`src/rtl/pipelined_ripple_adder.sv`:
```
// Pipelined add/subtract: WIDTH bits split into WIDTH/CHUNK ripple-carry slices,
// one register per slice, valid/ready on both sides, carry-out and signed overflow.

module ripple_chunk #(
  parameter int CHUNK = 4
) (
  input  logic [CHUNK-1:0] a,
  input  logic [CHUNK-1:0] b,
  input  logic             ci,
  output logic [CHUNK-1:0] s,
  output logic             co,
  output logic             c_msb
);
  logic carry;

  always_comb begin
    s     = '0;
    carry = ci;
    c_msb = ci;
    for (int i = 0; i < CHUNK; i++) begin
      c_msb = carry;
      s[i]  = a[i] ^ b[i] ^ carry;
      carry = (a[i] & b[i]) | (carry & (a[i] ^ b[i]));
    end
    co = carry;
  end
endmodule

module pipelined_ripple_adder #(
  parameter int WIDTH = 16,
  parameter int CHUNK = 4
) (
  input  logic             clk,
  input  logic             rst,
  input  logic             in_valid,
  output logic             in_ready,
  input  logic [WIDTH-1:0] a,
  input  logic [WIDTH-1:0] b,
  input  logic             cin,
  input  logic             sub,
  output logic             out_valid,
  input  logic             out_ready,
  output logic [WIDTH-1:0] sum,
  output logic             cout,
  output logic             ovf
);
  localparam int STAGES = WIDTH / CHUNK;

  // acc: finished low chunks plus untouched upper bits of a; bb: effective b.
  typedef struct packed {
    logic [WIDTH-1:0] acc;
    logic [WIDTH-1:0] bb;
    logic             c;
    logic             ovf;
  } stage_t;

  logic              adv;
  logic [STAGES-1:0] vld_pipe;

  assign adv       = !out_valid || out_ready;
  assign in_ready  = adv;
  assign out_valid = vld_pipe[STAGES-1];

  // Bubbles shift with the data; nothing moves while the output is stalled.
  always_ff @(posedge clk) begin
    if (rst) begin
      vld_pipe <= '0;
    end else if (adv) begin
      vld_pipe[0] <= in_valid;
      for (int k = 1; k < STAGES; k++) vld_pipe[k] <= vld_pipe[k-1];
    end
  end

  for (genvar k = 0; k < STAGES; k++) begin : g_stage
    stage_t             src, nxt, q;
    logic               v_in;
    logic [CHUNK-1:0]   s;
    logic               co, c_msb;

    if (k == 0) begin : g_src
      // Subtract is a + ~b + 1, so cin is ignored when sub=1.
      assign src  = '{acc: a, bb: (sub ? ~b : b), c: (sub | cin), ovf: 1'b0};
      assign v_in = in_valid;
    end else begin : g_src
      assign src  = g_stage[k-1].q;
      assign v_in = vld_pipe[k-1];
    end

    ripple_chunk #(.CHUNK(CHUNK)) u_chunk (
      .a    (src.acc[k*CHUNK +: CHUNK]),
      .b    (src.bb[k*CHUNK +: CHUNK]),
      .ci   (src.c),
      .s    (s),
      .co   (co),
      .c_msb(c_msb)
    );

    always_comb begin
      nxt                        = src;
      nxt.acc[k*CHUNK +: CHUNK]  = s;
      nxt.c                      = co;
      nxt.ovf                    = c_msb ^ co;
    end

    // Loading only valid data keeps the final register holding its last result.
    always_ff @(posedge clk) begin
      if (rst)               q <= '0;
      else if (adv && v_in)  q <= nxt;
    end
  end

  assign sum  = g_stage[STAGES-1].q.acc;
  assign cout = g_stage[STAGES-1].q.c;
  assign ovf  = g_stage[STAGES-1].q.ovf;
endmodule
```
`config.mk`:
```
export PLATFORM = sky130hd
export DESIGN_NAME = pipelined_ripple_adder
export DESIGN_NICKNAME = d
export VERILOG_FILES = /design/src/rtl/pipelined_ripple_adder.sv
export SDC_FILE = /design/constraint.sdc
export NUM_CORES = 1
export LEC_CHECK = 0
export CAP_MARGIN = 0
export CORE_ASPECT_RATIO = 2
export CORE_MARGIN = 8
export CORE_UTILIZATION = 30
export DETAILED_ROUTE_END_ITERATION = 10
export DONT_BUFFER_PORTS = 1
export GPL_TIMING_DRIVEN = 0
export HOLD_SLACK_MARGIN = 0.15
export PLACE_DENSITY = 0.43
export SYNTH_ARGS = -nofsm -noshare
export SYNTH_HDL_FRONTEND = slang
export SYNTH_SLANG_ARGS = --single-unit
export TNS_END_PERCENT = 5
```
`constraint.sdc`:
```
create_clock -name clk -period 6.5 [get_ports clk]
set_input_delay 1.3 -clock clk [delete_from_list [all_inputs] [get_ports clk]]
set_output_delay 1.3 -clock clk [all_outputs]
set_load 0.1 [all_outputs]
```
======== Word-level counts from Yosys, hierarchy flattened ========
Cells that the tools add are included.
word-level totals
  bits in registers ....................... 121
  input bits .............................. 38
  output and inout bits ................... 20
  word-level logic and storage cells ...... 103
operators by class
  mux-type cells .......................... 1
  bitwise logic cells ..................... 83
  reductions and logical operators ........ 6
operators by type and width
  cell                count
  1-bit bitwise XOR   33
  1-bit AND           32
  1-bit OR            17
  16-bit two-way mux  1
  16-bit inverter     1
  1-bit logical AND   4
  1-bit zero test     1
  1-bit logical OR    1

======== Depth between registers and ports, before layout ========
Gate-level depths: netlist of the first run.
  word-level depth ........................ 11
  depth in mapped cells ................... 12
  mapped depth without buffers ............ 10

======== Cells and area by module ========
From an unflattened synthesis of the first run, not the netlist that was laid out.
unflattened totals
  cells, all modules ...................... 495
  area total of the unflattened synthesis .. 4299.1 sq um
modules (own cells, without submodules)
  module                  times used  cells an instance  area an instance (sq um)  sequential area each (sq um)
  pipelined_ripple_adder  1           447                3858.7                    1941.9
  ripple_chunk            4           12                 110.1                     0.0

======== Worst setup path before layout of the first run ========
OpenSTA, ideal clock, no wires.
  path type ............................... input -> register
  start point ............................. input sub
  end point ............................... register g_stage[0].q[21] (netlist bit)
  arrival ................................. 3.345 ns
  slack ................................... 3.031 ns
  stages .................................. 12
  buffers on the path ..................... 2
  path through ............................ buf_4 -> buf_6 -> xnor2_1 -> fa_1 -> inv_1 -> fa_1 -> inv_1 -> fa_1 -> inv_1 -> fa_1 -> nand4b_1 -> o21ai_0
RTL lines
  element               line  source
  from (decl)           40    input logic sub,
  to (signal assigned)  108   else if (adv && v_in) q <= nxt;
  to (decl)             75    stage_t src, nxt, q;

======== Worst setup path after layout of the first run ========
  start point ............................. register vld_pipe[3]
  end point ............................... output in_ready
on the way
  cells in the longest elaborated chain, start to end .. 2
RTL lines
  element                 line  source
  from (decl)             58    logic [STAGES-1:0] vld_pipe;
  from (signal assigned)  67    vld_pipe <= '0;
  1-bit zero test         60    assign adv = !out_valid || out_ready;
  1-bit logical OR        60
  to (decl)               36    output logic in_ready,
No other way between the ends.

==> results.tsv, run 1 <==
stage	metric	value	unit
outcome	outcome	completed	
grt	met3 GRT Util	0.0280	
setup_path	crit start category	flop	
grt	first-pass GRT wire length	19600	µm
sta	max frequency	0.288	GHz
clock_tree	Max clock buf depth	2	
sta	Hold Vio Cnt, Final	0	
synthesis	post-synthesis cell count	474	
synthesis	Netlist cell types	25	
sta	worst hold slack	465	ps
synthesis	top cell type's share of synthesized area	0.457	
setup_path	FF-to-FF Start	g_stage[2].q[30]	
sta	Slew HR	0.336	
sta	max-slew violation count	0	
placement	gpl congestion	0.794	
synthesis	top_reg_cell synth	dfxtp_1	
clock_tree	Clock Tree Root	clkbuf_16	
die	die area	0.0185	mm²
setup_path	R2R setup slack	4230	ps
synthesis	synth cell count leaders	dfxtp_1, a21oi_1, nand3_1	
synthesis	largest cells by area after synthesis	dfxtp_1, a21oi_1, fa_1	
sta	skew final	6.90	ps
setup_path	Critical Path Fanout Max	10	
finish	filler instances	1542	
setup_path	Reg2Reg Capture Point	ovf	
finish	diode count	0	
clock_tree	hold_buf cts	0	
setup_path	Crit Path Class	reg -> out	
grt	met1 Use GR	0.138	
synthesis	synthesized net count	528	
power	pwr/cell area	274	mW/mm²
setup_path	Crit path largest cell delay	960	ps
synthesis	synthesized area	0.00425	mm²
grt	Overall Global Routing Usage	0.142	
clock_tree	CTS Buf Count	9	
clock_tree	clk slew on worst S/H paths	70	ps
sta	worst setup margin	3030	ps
clock_tree	Clock Latency Late Sink	350	ps
sta	final period utilization	0.534	
die	Initial Utilization	0.306	
placement	DP Worst Slack	2850	ps
die	number of top-level pins	58	
sta	min cycle time layout	3470	ps
setup_path	critical path arrival	2170	ps
placement	dpl hpwl	9730	µm
finish	post-layout util	0.346	
synthesis	biggest area consumer among synthesized cells	dfxtp_1	
sta	unrepaired setup endpoints after global routing	no	
setup_path	Crit. End Element	primary output	
clock_tree	CTS tree	yes	
clock_tree	post-CTS sizing	0	
grt	largest net degree at the start of global routing	16	
finish	P&R area growth vs syn	12.9	%
grt	vias in the first global route	3512	
clock_tree	Clock Sink Count	97	
power	Pwr Total	0.00132	W
synthesis	register area share after synthesis	0.457	
power	P_leak	1.65	nW
route	violation count after the first detailed-route iteration	109	
die	Die Y	184	µm
power	worst vdd ir	0.119	mV
synthesis	Avg Cell Area, Syn	8.97	µm²
setup_path	slowest CP cell	dfxtp_1	
hold_path	worst hold path type	reg -> reg	
sta	setup tns final	0	ps
grt	GRT Max-Usage Layer	met2	
job	max cap viols	0	
hold_path	Hold Path Origin	g_stage[1].q[20]	
synthesis	yosys warns	0	
grt	initial antenna violation count	0	
die	core area	0.0139	mm²
route	vias after detailed routing	3321	
clock_tree	postcts setup bufs	0	
route	Vias/cell	4.90	
finish	layout cell share with drive strength beyond 1	0.0961	
route	1st-pass router iterations	4	
grt	GR Util met2	0.275	
synthesis	EDFF count, synth	0	
setup_path	Reg2Reg Depth	10	
die	die width	100	µm
sta	measured slew at the worst slew-check pin	994	ps
hold_path	Worst Hold Path EP	g_stage[2].q[20]	
synthesis	count leader, synth	dfxtp_1	
synthesis	ys async rst share	0	
route	Detail Route Antenna Nets	0	
route	routed len/inst	18.4	µm
clock_tree	H-tree depth	3	
finish	nets	539	
sta	# setup viols final	0	
route	DRC Markers	0	
placement	IO buf count	0	
hold_path	WHS Path Cells	2	
grt	GRT overflow	0	
die	Cell Rows	61	
setup_path	CP Cell Sequence	nor2b_4 -> inv_2 -> buf_2	
route	final WL	12500	µm
setup_path	Crit path required time	5200	ps
synthesis	flops & latches, synth	97	
per-layer routing:
layer,wire length [µm],part of all wire
met3,471,0.038
met5,0,0
met2,6990,0.56
met1,4770,0.38
met4,257,0.021
report_power, final:
group          switching (W)  internal (W)
Combinational      0.0000658     0.0000415
Clock               0.000234      0.000335
Sequential         0.0000209      0.000618
worst max-delay path, delay by kind of cell (launching register included):
kind                   cells  cell delay (ps)
AND/OR/NAND/NOR            1              370
flip-flops                 1              960
buffers and inverters      2              470
sequential cells by signal (all words and copies together), names as in the netlist:
register   count
cout           1
g_stage.q     75
ovf            1
sum           16
vld_pipe       4
logic make-up after synthesis:
logic type,Yosys count,share of synthesized area
flops,97,0.457
mux,10,0.0235
xor+xnor,17,0.0350
simple gates,90,0.115
buf+inv,76,0.0836
fa+ha+maj,16,0.0753
compound gates,168,0.211
cell usage in the layout (no fill, tap or decap), types with 10 or more instances in the layout:
master	n
o21ai_0	21
buf_2	15
nand3_1	58
nand2b_1	18
mux2i_1	10
a21oi_1	85
xnor2_1	15
fa_1	16
inv_1	30
o21ai_1	39
clkbuf_1	12
dfxtp_1	97
a211oi_1	23
worst max path at each step:
stage / to / start / slack [ps]
after global routing: in_ready / vld_pipe[3] / 2970
after detailed placement: g_stage[0].q[21] / sub / 2850
after CTS: in_ready / vld_pipe[3] / 3010
after floorplan: g_stage[0].q[21] / sub / 3030
after global placement: g_stage[0].q[21] / sub / 2840
final: in_ready / vld_pipe[3] / 3030
cell type report:
cell class / instances / area, µm² / share of cell area
Buffer: 45 / 239 / 0.0498
Clock buffer: 10 / 229 / 0.0477
Clock inverter: 5 / 81.3 / 0.0169
Inverter: 31 / 116 / 0.0242
Multi-Input combinational cell: 301 / 1960 / 0.407
Sequential cell: 97 / 1940 / 0.405
Tap cell: 189 / 236 / 0.0493
metrics by stage:
| stage | cells | area [µm²] |
|---|---|---|
| CTS | 678 | 4800 |
| floorplan | 474 | 4250 |
| detailed placement | 663 | 4490 |
| global route | 678 | 4800 |
| global placement | 663 | 4490 |
| finish | 678 | 4800 |
No activity file was read; power rests on OpenSTA's default activity.
==> run 2, diff against run 1 <==
--- a/config.mk
+++ b/config.mk
@@ -5,6 +5,7 @@
 export SDC_FILE = /design/constraint.sdc
 export NUM_CORES = 1
 export LEC_CHECK = 0
+export ABC_AREA = 1
 export CAP_MARGIN = 0
 export CORE_ASPECT_RATIO = 2
 export CORE_MARGIN = 8
==> constraint.sdc (replaced) <==
create_clock -name clk -period 3.6 [get_ports clk]
set_input_delay 0.72 -clock clk [delete_from_list [all_inputs] [get_ports clk]]
set_output_delay 0.72 -clock clk [all_outputs]
set_load 0.1 [all_outputs]
==> run 2 against run 1 <==
Effect of this change: critical path depth increased by 9; clock-buffer cell count increased by 1; clock power grew 68%; final cell count is 5.5% higher; core utilization fell by 0.39 points; sequential share of layout area increased by 1.8 points; die area down 3.2%; worst setup slack got worse by 2200 ps; synthesized area is 3.6% lower; clock skew is essentially flat; power up 84%; global-route usage fell by 3.1 points.
==> results.tsv, run 2 <==
stage	metric	value	unit	change
synthesis	Synth Area in Simple Gates	0.239		was 0.115
grt	Overall Global Routing Usage	0.110		was 0.142
sta	Slew HR	0.231		was 0.336
finish	Most flops, register	g_stage.q		unchanged
die	Cell Rows	60		was 61
placement	placed insts	699		was 663
power	P_leak	2.07	nW	was 1.65 nW
grt	largest net degree at the start of global routing	16		unchanged
placement	IO buf count	0		unchanged
synthesis	post-synthesis cell count	544		was 474
setup_path	slowest CP cell	fa_1		was dfxtp_1
hold_path	Hold Path Origin	rst		was g_stage[1].q[20]
synthesis	Netlist cell types	19		was 25
synthesis	ys async rst share	0		unchanged
clock_tree	hold_buf cts	0		unchanged
grt	GRT overflow	0		unchanged
finish	commonest non-fill, non-tap cell in the layout	nor2_1		was dfxtp_1
die	die width	98.7	µm	was 100 µm
setup_path	FF-to-FF Start	vld_pipe[3]		was g_stage[2].q[30]
finish	P&R area growth vs syn	12.0	%	was 12.9%
job	max cap viols	0		unchanged
finish	max reg flops	75		unchanged
finish	layout cell share with drive strength beyond 1	0.0929		was 0.0961
synthesis	post-synthesis xor/xnor area fraction	0.0128		was 0.0350
sta	min cycle time layout	2760	ps	
route	final WL	9210	µm	was 12500 µm
sta	unrepaired setup endpoints after global routing	no		unchanged
placement	gpl congestion	0.730		was 0.794
setup_path	Crit path required time	3840	ps	was 5200 ps
hold_path	worst hold path type	in -> reg		was reg -> reg
synthesis	synthesized area	0.00410	mm²	was 0.00425 mm²
finish	FF+latch area	0.00194	mm²	unchanged
clock_tree	CTS Buf Count	9		unchanged
synthesis	synthesized net count	598		was 528
clock_tree	CTS tree	yes		unchanged
sta	final period utilization	0.767		
setup_path	Crit. End Element	flop		was primary output
route	violation count after the first detailed-route iteration	61		was 109
sta	skew final	7.08	ps	was 6.90 ps
setup_path	Critical Path Fanout Max	10		unchanged
sta	max-slew violation count	0		unchanged
placement	dpl hpwl	7460	µm	was 9730 µm
finish	multi-input logic area	0.00178	mm²	was 0.00196 mm²
synthesis	yosys warns	0		unchanged
route	Detail Route Antenna Nets	0		unchanged
clock_tree	clk slew on worst S/H paths	70	ps	about the same
synthesis	synth cell count leaders	nor2_1, dfxtp_1, o21ai_0		was dfxtp_1, a21oi_1, nand3_1
grt	initial antenna violation count	0		unchanged
synthesis	main combinational cell family by area after synthesis	simple AND/OR/NAND/NOR gates		was compound AO/OA/AOI/OAI gates
synthesis	top cell type's share of synthesized area	0.474		was 0.457
clock_tree	Clock Latency Late Sink	340	ps	was 350 ps
setup_path	crit start category	primary input		was flop
outcome	outcome	completed		unchanged
power	worst vdd ir	0.208	mV	was 0.119 mV
clock_tree	H-tree depth	3		unchanged
sta	max frequency	0.362	GHz	
synthesis	Avg Cell Area, Syn	7.53	µm²	was 8.97 µm²
synthesis	flops & latches, synth	97		unchanged
setup_path	Worst Setup SP	sub		was vld_pipe[3]
clock_tree	postcts setup bufs	0		unchanged
synthesis	register area share after synthesis	0.474		was 0.457
setup_path	CP Cell Sequence	buf_4 -> buf_4 -> xnor2_1 -> fa_1 -> inv_1 -> fa_1 -> inv_1 -> fa_1 -> inv_1 -> fa_1 -> o21ai_0 -> nor2_1		was nor2b_4 -> inv_2 -> buf_2
synthesis	Compound-Gate Fraction of Synth Area	0.103		was 0.211
sta	setup tns final	0	ps	unchanged
clock_tree	Clock Sink Count	97		unchanged
route	routed len/inst	12.9	µm	was 18.4 µm
die	number of top-level pins	58		unchanged
clock_tree	post-CTS sizing	0		unchanged
route	vias after detailed routing	3020		was 3321
sta	Hold Vio Cnt, Final	0		unchanged
sta	measured slew at the worst slew-check pin	1150	ps	was 994 ps
route	DRC Markers	0		unchanged
finish	filler instances	1468		was 1542
route	Vias/cell	4.22		was 4.90
synthesis	biggest area consumer among synthesized cells	dfxtp_1		unchanged
setup_path	CP most frequent cell	fa_1		
grt	first-pass GRT wire length	15400	µm	was 19600 µm
clock_tree	Clock Tree Root	clkbuf_16		unchanged
sta	# setup viols final	0		unchanged
synthesis	top_reg_cell synth	dfxtp_1		unchanged
synthesis	proportion of synthesized area in mux cells	0		was 0.0235
finish	diode count	0		unchanged
die	core area	0.0134	mm²	was 0.0139 mm²
die	Die Y	181	µm	was 184 µm
finish	most frequent cells in the layout	nor2_1, dfxtp_1, o21ai_0, nand2_1, inv_1		was dfxtp_1, a21oi_1, nand3_1, o21ai_1, inv_1
setup_path	critical path arrival	3000	ps	was 2170 ps
synthesis	EDFF count, synth	0		unchanged
finish	nets	609		was 539
power	pwr/cell area	528	mW/mm²	was 274 mW/mm²
route	1st-pass router iterations	4		unchanged
die	die area	0.0179	mm²	was 0.0185 mm²
finish	Final Non-Filler Cells	715		was 678
synthesis	adder-cell share of the synthesized area	0.0781		was 0.0753
die	Initial Utilization	0.305		was 0.306
synthesis	largest cells by area after synthesis	dfxtp_1, nor2_1, o21ai_0		was dfxtp_1, a21oi_1, fa_1
grt	vias in the first global route	3101		was 3512
setup_path	Crit path largest cell delay	400	ps	was 960 ps
clock_tree	Max clock buf depth	2		unchanged
synthesis	count leader, synth	nor2_1		was dfxtp_1
setup_path	Crit Path Class	in -> reg		was reg -> out
==> run 2: critical path, delay by kind of cell <==
family	cells	cell delay, ps
buffers and inverters	5	550
AOI/OAI and AO/OA	1	180
xor gates and xnor gates	1	150
adders and majority gates	4	1320
and+or+nand+nor	1	60
==> run 2: worst paths after layout <==
path,slack (ps),end,depth (start not counted)
max,840,g_stage[0].q[21],12
min,440,vld_pipe[2],1
max reg2reg,1270,g_stage[1].q[26],6
min reg2reg,480,g_stage[2].q[29],2
==> run 2: report_power, final <==
group	internal, W	switching (W)	total, W
Combinational	0.0000937	0.000146	0.000240
Sequential	0.00114	0.0000906	0.00123
Clock	0.000555	0.000400	0.000955
Total	0.00179	0.000636	0.00243
==> run 2: cell type report <==
type / count / share of cell area
plain buffers: 29 / 0.0368
multi-input cells: 362 / 0.387
flip-flops and latches: 97 / 0.423
well taps: 155 / 0.0422
clock inverters: 5 / 0.0120
inverters: 56 / 0.0458
clock buffers: 11 / 0.0529
==> run 2: cells by family after synthesis <==
family,count (synthesis)
AOI/OAI and AO/OA,84
xor gates and xnor gates,6
adders and majority gates,16
buffers and inverters,85
DFF,97
and+or+nand+nor,256
==> run 2: per-layer routing <==
layer / part of all wire / routed length (µm) / global-route usage
met2: 0.56 / 5140 / 0.216
met1: 0.37 / 3450 / 0.101
met4: 0.018 / 167 / 0.0483
met3: 0.049 / 455 / 0.0312
met5: 0 / 0 / 0
==> run 2: stage by stage <==
stage          total power (W)   util  hold slack, ps  worst slack [ps]  area, µm²
2_1_floorplan          0.00144      -             447               678       4100
3_3_place_gp           0.00150  0.319             458               525       4290
3_5_place_dp           0.00150  0.319             466               463       4290
4_1_cts                0.00247  0.342             427               833       4590
5_1_grt                0.00256  0.342             432               708       4590
6_report               0.00243  0.342             444               837       4590
